**config.mk**
```make
export PLATFORM = sky130hd
export DESIGN_NAME = seq_frame_tx_flat
export DESIGN_NICKNAME = d
export VERILOG_FILES = /design/src/rtl/seq_frame_pkg.sv /design/src/rtl/seq_frame_tx_if.sv /design/src/rtl/seq_frame_tx_piso_shift.sv /design/src/rtl/seq_frame_tx.sv /design/src/flat_wrapper.sv
export SDC_FILE = /design/constraint.sdc
export NUM_CORES = 1
export LEC_CHECK = 0
export CORE_MARGIN = 1.5
export CORE_UTILIZATION = 52
export DETAILED_ROUTE_END_ITERATION = 8
export PLACE_DENSITY = 0.79
export SYNTH_ARGS = -nofsm -noshare
export SYNTH_HDL_FRONTEND = slang
export SYNTH_SLANG_ARGS = --single-unit
```
**constraint.sdc**
```tcl
create_clock -name clk -period 2 [get_ports clk]
set_input_delay 0.4 -clock clk [delete_from_list [all_inputs] [get_ports clk]]
set_output_delay 0.4 -clock clk [all_outputs]
set_load 0.005 [all_outputs]
```
**src/rtl/seq_frame_pkg.sv**
```systemverilog
// seq_frame_pkg
// Definitions shared by the frame transmitter and the "1001" detector path:
// the transmitter state encoding, the default marker definition and frame
// geometry, and a helper that sizes the position counter.
package seq_frame_pkg;

    typedef enum logic [1:0] {
        IDLE = 2'd0,
        SYNC = 2'd1,
        DATA = 2'd2,
        GAP  = 2'd3
    } tx_state_t;

    // One marker definition for both the detector and the transmitter.
    localparam int                    DEF_SYNC_W   = 4;
    localparam logic [DEF_SYNC_W-1:0] DEF_SYNC_PAT = 4'b1001;
    localparam int                    DEF_DATA_W   = 8;
    localparam int                    DEF_GAP_BITS = 2;

    // The counter runs 0..N-1 inside the longest phase. It is never narrower
    // than one bit, even when every phase is a single bit long.
    function automatic int cnt_width(input int a, input int b, input int c);
        int m;
        m = a;
        if (b > m) m = b;
        if (c > m) m = c;
        return (m < 2) ? 1 : $clog2(m);
    endfunction

endpackage

```
**src/rtl/seq_frame_tx_if.sv**
```systemverilog
// seq_frame_tx_if
// Producer-side handshake and serial output bundle of seq_frame_tx.
//   load       : producer valid, taken only while ready is high
//   data_in    : payload word, captured on the accepting edge
//   ready      : transmitter idle and able to accept a word
//   dout       : registered serial bit, feeds the detector's din
//   busy       : a frame is currently on dout
//   frame_done : one-cycle pulse on returning to idle after a frame
// master = producer/observer side, slave = transmitter side.
interface seq_frame_tx_if #(
    parameter int DATA_W = seq_frame_pkg::DEF_DATA_W
);
    logic              load;
    logic [DATA_W-1:0] data_in;
    logic              ready;
    logic              dout;
    logic              busy;
    logic              frame_done;

    modport master (
        output load, data_in,
        input  ready, dout, busy, frame_done
    );

    modport slave (
        input  load, data_in,
        output ready, dout, busy, frame_done
    );
endinterface

```
**src/rtl/seq_frame_tx_piso_shift.sv**
```systemverilog
// piso_shift
// Parallel-load, MSB-first shift register. The serial output is the MSB
// register itself, so it carries no combinational path from any input.
//   clk    : clock, rising edge
//   reset  : synchronous active-high clear
//   load   : capture par_in (has priority over shift)
//   shift  : move one place towards the MSB, zero filled from the LSB
//   par_in : parallel word
//   msb    : current most-significant bit
module piso_shift #(
    parameter int WIDTH = 12
) (
    input  logic             clk,
    input  logic             reset,
    input  logic             load,
    input  logic             shift,
    input  logic [WIDTH-1:0] par_in,
    output logic             msb
);

    logic [WIDTH-1:0] sr_reg;

    always_ff @(posedge clk) begin
        if (reset) begin
            sr_reg <= '0;
        end else if (load) begin
            sr_reg <= par_in;
        end else if (shift) begin
            sr_reg <= {sr_reg[WIDTH-2:0], 1'b0};
        end
    end

    assign msb = sr_reg[WIDTH-1];

endmodule

```
**src/rtl/seq_frame_tx.sv**
```systemverilog
// seq_frame_tx
// Serial frame transmitter for the "1001" detector: each accepted word goes
// out as the marker pattern, then the payload MSB first, then GAP_BITS idle
// zeros. One bit per clock.
//   clk   : single clock, rising edge
//   reset : synchronous active-high reset
//   bus   : seq_frame_tx_if.slave (load/data_in in; ready/dout/busy/frame_done out)
module seq_frame_tx
    import seq_frame_pkg::*;
#(
    parameter int                SYNC_W   = DEF_SYNC_W,
    parameter logic [SYNC_W-1:0] SYNC_PAT = DEF_SYNC_PAT,
    parameter int                DATA_W   = DEF_DATA_W,
    parameter int                GAP_BITS = DEF_GAP_BITS
) (
    input logic           clk,
    input logic           reset,
    seq_frame_tx_if.slave bus
);

    localparam int FRAME_W = SYNC_W + DATA_W;
    localparam int CNT_W   = cnt_width(SYNC_W, DATA_W, GAP_BITS);

    localparam logic [CNT_W-1:0] SYNC_LAST = CNT_W'(SYNC_W - 1);
    localparam logic [CNT_W-1:0] DATA_LAST = CNT_W'(DATA_W - 1);
    localparam logic [CNT_W-1:0] GAP_LAST  = CNT_W'((GAP_BITS > 0) ? GAP_BITS - 1 : 0);

    tx_state_t        state_reg;
    logic [CNT_W-1:0] cnt_reg;
    logic             ready_reg;
    logic             busy_reg;
    logic             done_reg;

    logic             sr_load;
    logic             sr_shift;
    logic             sr_msb;

    // Marker and payload sit in one register. The accepting edge loads it,
    // so its MSB (the first marker bit) is on dout right after that edge.
    // Every SYNC/DATA cycle advances one bit. After SYNC_W+DATA_W shifts
    // only zero fill is left, which gives the gap and idle level for free.
    assign sr_load  = (state_reg == IDLE) && bus.load;
    assign sr_shift = (state_reg == SYNC) || (state_reg == DATA);

    piso_shift #(
        .WIDTH (FRAME_W)
    ) u_shift (
        .clk    (clk),
        .reset  (reset),
        .load   (sr_load),
        .shift  (sr_shift),
        .par_in ({SYNC_PAT, bus.data_in}),
        .msb    (sr_msb)
    );

    // cnt_reg is the index of the bit on dout within the current phase.
    always_ff @(posedge clk) begin
        if (reset) begin
            state_reg <= IDLE;
            cnt_reg   <= '0;
            ready_reg <= 1'b1;
            busy_reg  <= 1'b0;
            done_reg  <= 1'b0;
        end else begin
            done_reg <= 1'b0;
            case (state_reg)
                IDLE: begin
                    if (bus.load) begin
                        state_reg <= SYNC;
                        cnt_reg   <= '0;
                        ready_reg <= 1'b0;
                        busy_reg  <= 1'b1;
                    end
                end
                SYNC: begin
                    if (cnt_reg == SYNC_LAST) begin
                        state_reg <= DATA;
                        cnt_reg   <= '0;
                    end else begin
                        cnt_reg <= cnt_reg + 1'b1;
                    end
                end
                DATA: begin
                    if (cnt_reg == DATA_LAST) begin
                        cnt_reg <= '0;
                        if (GAP_BITS > 0) begin
                            state_reg <= GAP;
                        end else begin
                            state_reg <= IDLE;
                            ready_reg <= 1'b1;
                            busy_reg  <= 1'b0;
                            done_reg  <= 1'b1;
                        end
                    end else begin
                        cnt_reg <= cnt_reg + 1'b1;
                    end
                end
                GAP: begin
                    if (cnt_reg == GAP_LAST) begin
                        state_reg <= IDLE;
                        cnt_reg   <= '0;
                        ready_reg <= 1'b1;
                        busy_reg  <= 1'b0;
                        done_reg  <= 1'b1;
                    end else begin
                        cnt_reg <= cnt_reg + 1'b1;
                    end
                end
                default: begin
                    state_reg <= IDLE;
                end
            endcase
        end
    end

    assign bus.dout       = sr_msb;
    assign bus.ready      = ready_reg;
    assign bus.busy       = busy_reg;
    assign bus.frame_done = done_reg;

endmodule
```
**src/flat_wrapper.sv**
```systemverilog
// flat-port wrapper written by rule: the top's interface ports become plain ports
module seq_frame_tx_flat import seq_frame_pkg::*;
#(
    parameter int                SYNC_W   = DEF_SYNC_W,
    parameter logic [SYNC_W-1:0] SYNC_PAT = DEF_SYNC_PAT,
    parameter int                DATA_W   = DEF_DATA_W,
    parameter int                GAP_BITS = DEF_GAP_BITS
)
  (clk, reset, bus_load, bus_data_in, bus_ready, bus_dout, bus_busy, bus_frame_done);
  seq_frame_tx_if #(.DATA_W(DATA_W)) bus_i ();
  input logic clk;
  input logic reset;
  input wire logic [$bits(bus_i.load)-1:0] bus_load;
  input wire logic [$bits(bus_i.data_in)-1:0] bus_data_in;
  output wire logic [$bits(bus_i.ready)-1:0] bus_ready;
  output wire logic [$bits(bus_i.dout)-1:0] bus_dout;
  output wire logic [$bits(bus_i.busy)-1:0] bus_busy;
  output wire logic [$bits(bus_i.frame_done)-1:0] bus_frame_done;
  assign bus_i.load = bus_load;
  assign bus_i.data_in = bus_data_in;
  assign bus_ready = bus_i.ready;
  assign bus_dout = bus_i.dout;
  assign bus_busy = bus_i.busy;
  assign bus_frame_done = bus_i.frame_done;
  seq_frame_tx #(.SYNC_W(SYNC_W), .SYNC_PAT(SYNC_PAT), .DATA_W(DATA_W), .GAP_BITS(GAP_BITS)) u_core (.clk(clk), .reset(reset), .bus(bus_i));
endmodule
```
==> results of run 1 <==
[layout by cell type (no fill, tap or decap), drive strengths merged]
cell            n
clkbuf          3
nor3            2
ha              9
dfxtp          20
buf             3
clkdlybuf4s50  14
a21o            1
nor2b           1
nand2b          5
o21ai           2
o31a            1
inv             4
or3             2
nand3b          6
o41ai           2
and2            1
o21bai          1
o31ai           1
mux2i          12
a21oi           6
a211oi          7
nor2           10
a221o           1
a2111o          1
nand2           4
[metrics by stage]
step,setup slack (ns),cells
floorplan,0.458,104
global placement,0.374,141
detailed placement,0.314,141
CTS,0.348,144
global route,0.236,144
finish,0.352,144
[logic make-up (layout without fill, tap and decap cells)]
family | after synthesis | after routing | share of synthesized area (%)
compound gates | 23 | 23 | 16.2
fa+ha+maj | 9 | 9 | 11.2
mux | 12 | 12 | 12.0
buf+inv | 9 | 24 | 3.49
simple gates | 31 | 31 | 17.1
flops | 20 | 20 | 39.9
[where the power goes]
group | internal [mW] | switching [mW] | total [mW] | leakage (nW)
clock | 0.0703 | 0.118 | 0.188 | 0.0138
sequential | 0.502 | 0.0632 | 0.565 | 0.164
combinational | 0.329 | 0.337 | 0.665 | 0.281
total | 0.901 | 0.518 | 1.42 | 0.460
[worst max-delay path by stage]
| stage | cells after the start | slack, ns | start | to |
|---|---|---|---|---|
| 2_1_floorplan | 5 | 0.46 | u_core.cnt_reg[0] | u_core.state_reg[0] |
| 3_3_place_gp | 4 | 0.37 | bus_load | u_core.u_shift.sr_reg[5] |
| 3_5_place_dp | 4 | 0.31 | bus_load | u_core.u_shift.sr_reg[7] |
| 4_1_cts | 5 | 0.35 | u_core.cnt_reg[0] | u_core.state_reg[0] |
| 5_1_grt | 5 | 0.24 | u_core.state_reg[1] | u_core.state_reg[1] |
| 6_report | 5 | 0.35 | u_core.cnt_reg[0] | u_core.state_reg[0] |
[tightest hold or removal path: cells and delay by family, from the launching register on]
kind,cells,cell delay [ns]
compound gates,2,0.12
flops,1,0.32
[routing by layer]
| layer | vias to the layer above | GRT usage, % | part of all wire (%) |
|---|---|---|---|
| li1 | 404 | - | - |
| met1 | 362 | 25.6 | 48 |
| met2 | 18 | 31.2 | 47 |
| met3 | 4 | 3.46 | 3.8 |
| met4 | 0 | 6.67 | 1.0 |
| met5 | - | 0 | 0 |
[cell type report]
type | instances | area [um2]
clock buffer | 3 | 22.5
fill | 152 | 566
tap | 25 | 31.3
multi-input combinational | 75 | 567
inverter | 4 | 15.0
timing repair buffer | 17 | 163
sequential | 20 | 400
==> summary.md, run 1 <==
| Metric | Value |
|---|---|
| Initial core utilization | `56.8%` |
| DRT Wirelength | `around 1800 um` |
| Worst skew pair latency | `roughly 0.30 ns` |
| Hold Vio Cnt, Final | `0` |
| CTS tree | `done` |
| Tightest Pin Transition | `0.523 ns` |
| Boundary Pins | `15` |
| Die height | `46.9 um` |
| Final min period | `1.65 ns` |
| Hold crit path type | `register to register` |
| Reg clk slew, reported paths | `0.11 ns` |
| Register bit count reported by yosys | `20` |
| Post-synthesis average cell area | `a little under 10 um2` |
| CTS root buffer | `clkbuf_4` |
| Max_cap viols | `0` |
| Antenna viol nets, final | `0` |
| Max reg flops | `12` |
| CP bufs+invs | `0` |
| Power Total | `1.42 mW` |
| Detailed-placement wirelength estimate | `1380 um` |
| Syn Inst Count | `approximately 100` |
| Slowest stage cell, crit path | `dfxtp_1` |
| Leak | `0.460 nW` |
| CTS resizes | `0` |
| Most frequent cells after synthesis | `20 x dfxtp_1, 12 x mux2i_1, 10 x nor2_1, 9 x ha_1, 7 x a211oi_1` |
| Yosys warning count | `0` |
| Worst Setup Path Type | `register to register` |
| Hold buffer count at CTS | `0` |
| Via-per-instance ratio | `5.47` |
| Yosys top cell area share | `40.0%` |
| Initial antenna violation count | `0` |
| Finished layout cell area | `1200 um2` |
| Hold_ws | `0.487 ns` |
| Post-DP Area | `~1200 um2` |
| GR Overflow Total | `0` |
| Slew Limit Fails | `0` |
| CP top delay family | `compound AO/OA/AOI/OAI gates` |
| Min-Delay Path Depth | `2` |
| Post-synthesis sequential area ratio | `40.0%` |
| Max Freq | `607 MHz` |
| Pwr/cell area | `1180 nW/um2` |
| Syn Nets | `124` |
| Startpoint types | `register` |
| Hold Crit Start | `u_core.bus.busy` |
| Vias in the first global route | `681` |
| Drt wl/cell | `12.6 um` |
| Fin Setup TNS | `0 ns` |
| Placer congestion estimate | `0.737` |
| DRC | `0` |
| Worst R2R Path Depth | `5` |
| CP endpoint kind | `register` |
| Status | `finished, final reports clean` |
| Ant diodes | `0` |
| Post-synth EDFFs | `0` |
| Core Area | `1760 um2` |
| Critical Path AT | `around 1.9 ns` |
| VDD IR max | `0.716 mV` |
| Area of the mapped netlist | `1000 um2` |
| Clock Tree Buf Depth | `2` |
| Fin crit share | `82.4%` |
| CP max FO | `5` |
| Top-count cell post-synth | `dfxtp_1` |
| Critical Path RT | `2.22 ns` |
| Vias | `around 790` |
| Hold Path End | `u_core.bus.busy` |
| FF-to-FF End | `u_core.state_reg[0]` |
| Ratio of cells with drive above 1 in the final layout | `slightly below 6%` |
| Final Core Density | `67.9%` |
| Total GRT Usage | `19.2%` |
| Synth area leaders | `dfxtp_1 40%, mux2i_1 12%, ha_1 11%, a211oi_1 5.2%, nand3b_1 4.5%` |
| Leading area contributor after synthesis | `dfxtp_1` |
| Clk_skew | `~0.0026 ns` |
| Post-CTS repair timing setup buffer count | `0` |
| Final setup vio count | `0` |
| Primary FF master, synth | `dfxtp_1` |
| Detailed Routing Iterations Pass 1 | `4` |
| R2r startpoint | `u_core.cnt_reg[0]` |
| Rel. slew slack | `65.1%` |
| Area growth syn-to-layout | `19.6%` |
| H-tree depth | `1` |
| Crit-path max cell delay | `0.41 ns` |
| Final nets | `141` |
| R2R setup slack | `0.35 ns` |
| Iteration-0 DRC Markers | `9` |
| Async SR Flop Fraction | `0%` |
| First-pass GRT wire length | `2950 um` |
| Maximum number of pins on one net before global-route repair | `18` |
| Clock sinks | `20` |
| Die X | `46.9 um` |
| Unrepaired setup endpoints after global routing | `no` |
| Synth cell types | `26` |
| Die area | `~2200 um2` |
| Num CTS Buffers | `3` |
| Input/output buffers | `14` |
| FP Rows | `15` |
| CP Cell Sequence | `ha_1 -> nand2b_4 -> a221o_1 -> a2111o_1 -> o31ai_1` |
Power figures use the tool's default switching activity.
==> inputs of run 2 (changes only) <==
clock period = 1.7 ns   (was 2 ns; I/O delays follow)
==> run 2 against run 1 <==
Compared with the run above:
- sequential share of layout area is 1.4 points lower
- die area stayed put
- register-to-register slack worse by 0.28 ns
- final cell count is 2.1% higher
- non-clock buffer count is 2 higher
- clock-buffer cell count stayed put
- first-iteration DRC count is 11% lower
- hold slack worse by 0.0097 ns
- critical path type unchanged
==> summary.md, run 2 (synthesis gave the netlist of run 1 again) <==
| Metric | Value |
|---|---|
| Status | `finished, final reports clean` |
| Clk_skew | `0.00224 ns (-0.000373 ns)` |
| Via-per-instance ratio | `5.45 (-0.42%)` |
| Die area | `2200 um2 (unchanged)` |
| Slew Limit Fails | `0 (unchanged)` |
| CTS tree | `done` |
| Final nets | `143 (+1.4%)` |
| Total GRT Usage | `20.3% (+1.1 points)` |
| Critical Path AT | `1.84 ns (-0.03 ns)` |
| Max reg flops | `12 (unchanged)` |
| Commonest cells after routing, fill and taps aside | `16 x dfxtp_1, 14 x clkdlybuf4s50_1, 12 x mux2i_1` |
| Detailed Routing Iterations Pass 1 | `4 (unchanged)` |
| Die height | `46.9 um (unchanged)` |
| FP Rows | `15 (unchanged)` |
| CP Cell Sequence | `inv_1 -> ha_1 -> a221o_1 -> a2111o_1 -> o31ai_1` |
| Critical Path RT | `1.92 ns (-0.30 ns)` |
| Post-DP Area | `1200 um2 (+2.3%)` |
| Initial core utilization | `56.8% (unchanged)` |
| Max Freq | `616 MHz (+1.5%)` |
| Clock Tree Buf Depth | `2 (unchanged)` |
| Post-CTS repair timing setup buffer count | `0 (unchanged)` |
| Worst Setup Path Type | `register to register` |
| Core Area | `1760 um2 (unchanged)` |
| Crit-path max cell delay | `0.42 ns (about the same)` |
| Tightest Pin Transition | `0.275 ns (-0.248 ns)` |
| Slowest stage cell, crit path | `a2111o_1` |
| Fin crit share | `95.5% (+13 points)` |
| Hold crit path type | `register to register` |
| Reg clk slew, reported paths | `0.12 ns (about the same)` |
| Inst Count DP | `143 (+1.4%)` |
| Pwr/cell area | `1500 nW/um2 (+27%)` |
| Drt wl/cell | `12.7 um (+1.0%)` |
| Maximum number of pins on one net before global-route repair | `18 (unchanged)` |
| Initial antenna violation count | `0 (unchanged)` |
| GR Overflow Total | `0 (unchanged)` |
| H-tree depth | `1 (unchanged)` |
| Rel. slew slack | `81.5% (+16 points)` |
| CP max FO | `4 (-1)` |
| Vias in the first global route | `739 (+8.5%)` |
| DRC | `0 (unchanged)` |
| Final setup vio count | `0 (unchanged)` |
| Startpoint types | `register` |
| Final min period | `1.62 ns (-0.0244 ns)` |
| Leak | `0.489 nW (+6.5%)` |
| Final worst-path setup slack | `0.0760 ns (-0.276 ns)` |
| Non-filler instance count after layout | `147 (+2.1%)` |
| Clock sinks | `20 (unchanged)` |
| Antenna viol nets, final | `0 (unchanged)` |
| Iteration-0 DRC Markers | `8 (-1)` |
| DRT Wirelength | `1870 um (+3.1%)` |
| Ant diodes | `0 (unchanged)` |
| Boundary Pins | `15 (unchanged)` |
| Setup slack at placement | `0.0541 ns (-0.260 ns)` |
| Area growth syn-to-layout | `26.5%` |
| Input/output buffers | `14 (unchanged)` |
| Commonest non-fill, non-tap cell in the layout | `dfxtp_1` |
| CTS root buffer | `clkbuf_4` |
| Max_cap viols | `0 (unchanged)` |
| First-pass GRT wire length | `3130 um (+5.8%)` |
| Vias | `801 (+1.6%)` |
| Detailed-placement wirelength estimate | `1360 um (-0.93%)` |
| Hold buffer count at CTS | `0 (unchanged)` |
| Worst skew pair latency | `0.30 ns (about the same)` |
| VDD IR max | `0.812 mV (+13%)` |
| Ratio of cells with drive above 1 in the final layout | `13.1% (+7.2 points)` |
| Placer congestion estimate | `0.776 (+5.3%)` |
| Die X | `46.9 um (unchanged)` |
| Num CTS Buffers | `3 (unchanged)` |
| Finished layout cell area | `1270 um2 (+5.7%)` |
| CP endpoint kind | `register` |
| Hold Vio Cnt, Final | `0 (unchanged)` |
[run 2: what timing repair did]
item                                    in CTS  in global routing
endpoints found under the setup margin       0                  3
resized for setup                            0                  6
endpoints found under the hold margin        0                  0
[run 2: worst paths after layout]
kind / start / to / slack (ns) / depth (start not counted)
hold / removal: u_core.bus.busy / u_core.bus.busy / 0.48 / 2
setup / recovery: u_core.state_reg[1] / u_core.state_reg[0] / 0.08 / 5
setup reg to reg: u_core.state_reg[1] / u_core.state_reg[0] / 0.08 / 5
hold reg to reg: u_core.bus.busy / u_core.bus.busy / 0.48 / 2
[run 2: final cells by class]
| type | instances | area [um2] |
|---|---|---|
| clock buffer | 3 | 22.5 |
| clock inverter | 1 | 30.0 |
| sequential | 20 | 405 |
| multi-input combinational | 75 | 573 |
| timing repair buffer | 19 | 190 |
| fill | 131 | 497 |
| inverter | 4 | 15.0 |
| tap | 25 | 31.3 |
[run 2: per-layer routing]
metal / vias to the layer above / GRT usage [%] / share of wire [%]
met2: 18 / 31.8 / 46
met4: 0 / 10.0 / 1.6
met1: 365 / 26.2 / 49
li1: 414 / - / -
met3: 4 / 5.00 / 3.3
met5: - / 0 / 0
[run 2: report_power, final]
group / total, mW / internal [mW] / leakage, nW / switching, mW
clock: 0.389 / 0.238 / 0.0279 / 0.151
combinational: 0.849 / 0.424 / 0.295 / 0.425
sequential: 0.668 / 0.595 / 0.166 / 0.0723
[run 2: worst max-delay path: cells and delay by family, from the launching register on]
| kind | cells | cell delay, ns |
|---|---|---|
| compound gates | 3 | 0.87 |
| buf+inv | 1 | 0.08 |
| flops | 1 | 0.37 |
| fa+ha+maj | 1 | 0.23 |
[run 2: stage by stage]
step                total power [mW]  util, %  hold slack (ns)   TNS, ns
CTS                             1.89     71.2            0.480         0
detailed placement              1.50     68.2            0.463         0
global route                    2.04     71.8            0.523  -0.00655
finish                          1.91     71.8            0.478         0
floorplan                       1.26        -            0.442         0
global placement                1.47     68.2            0.459         0
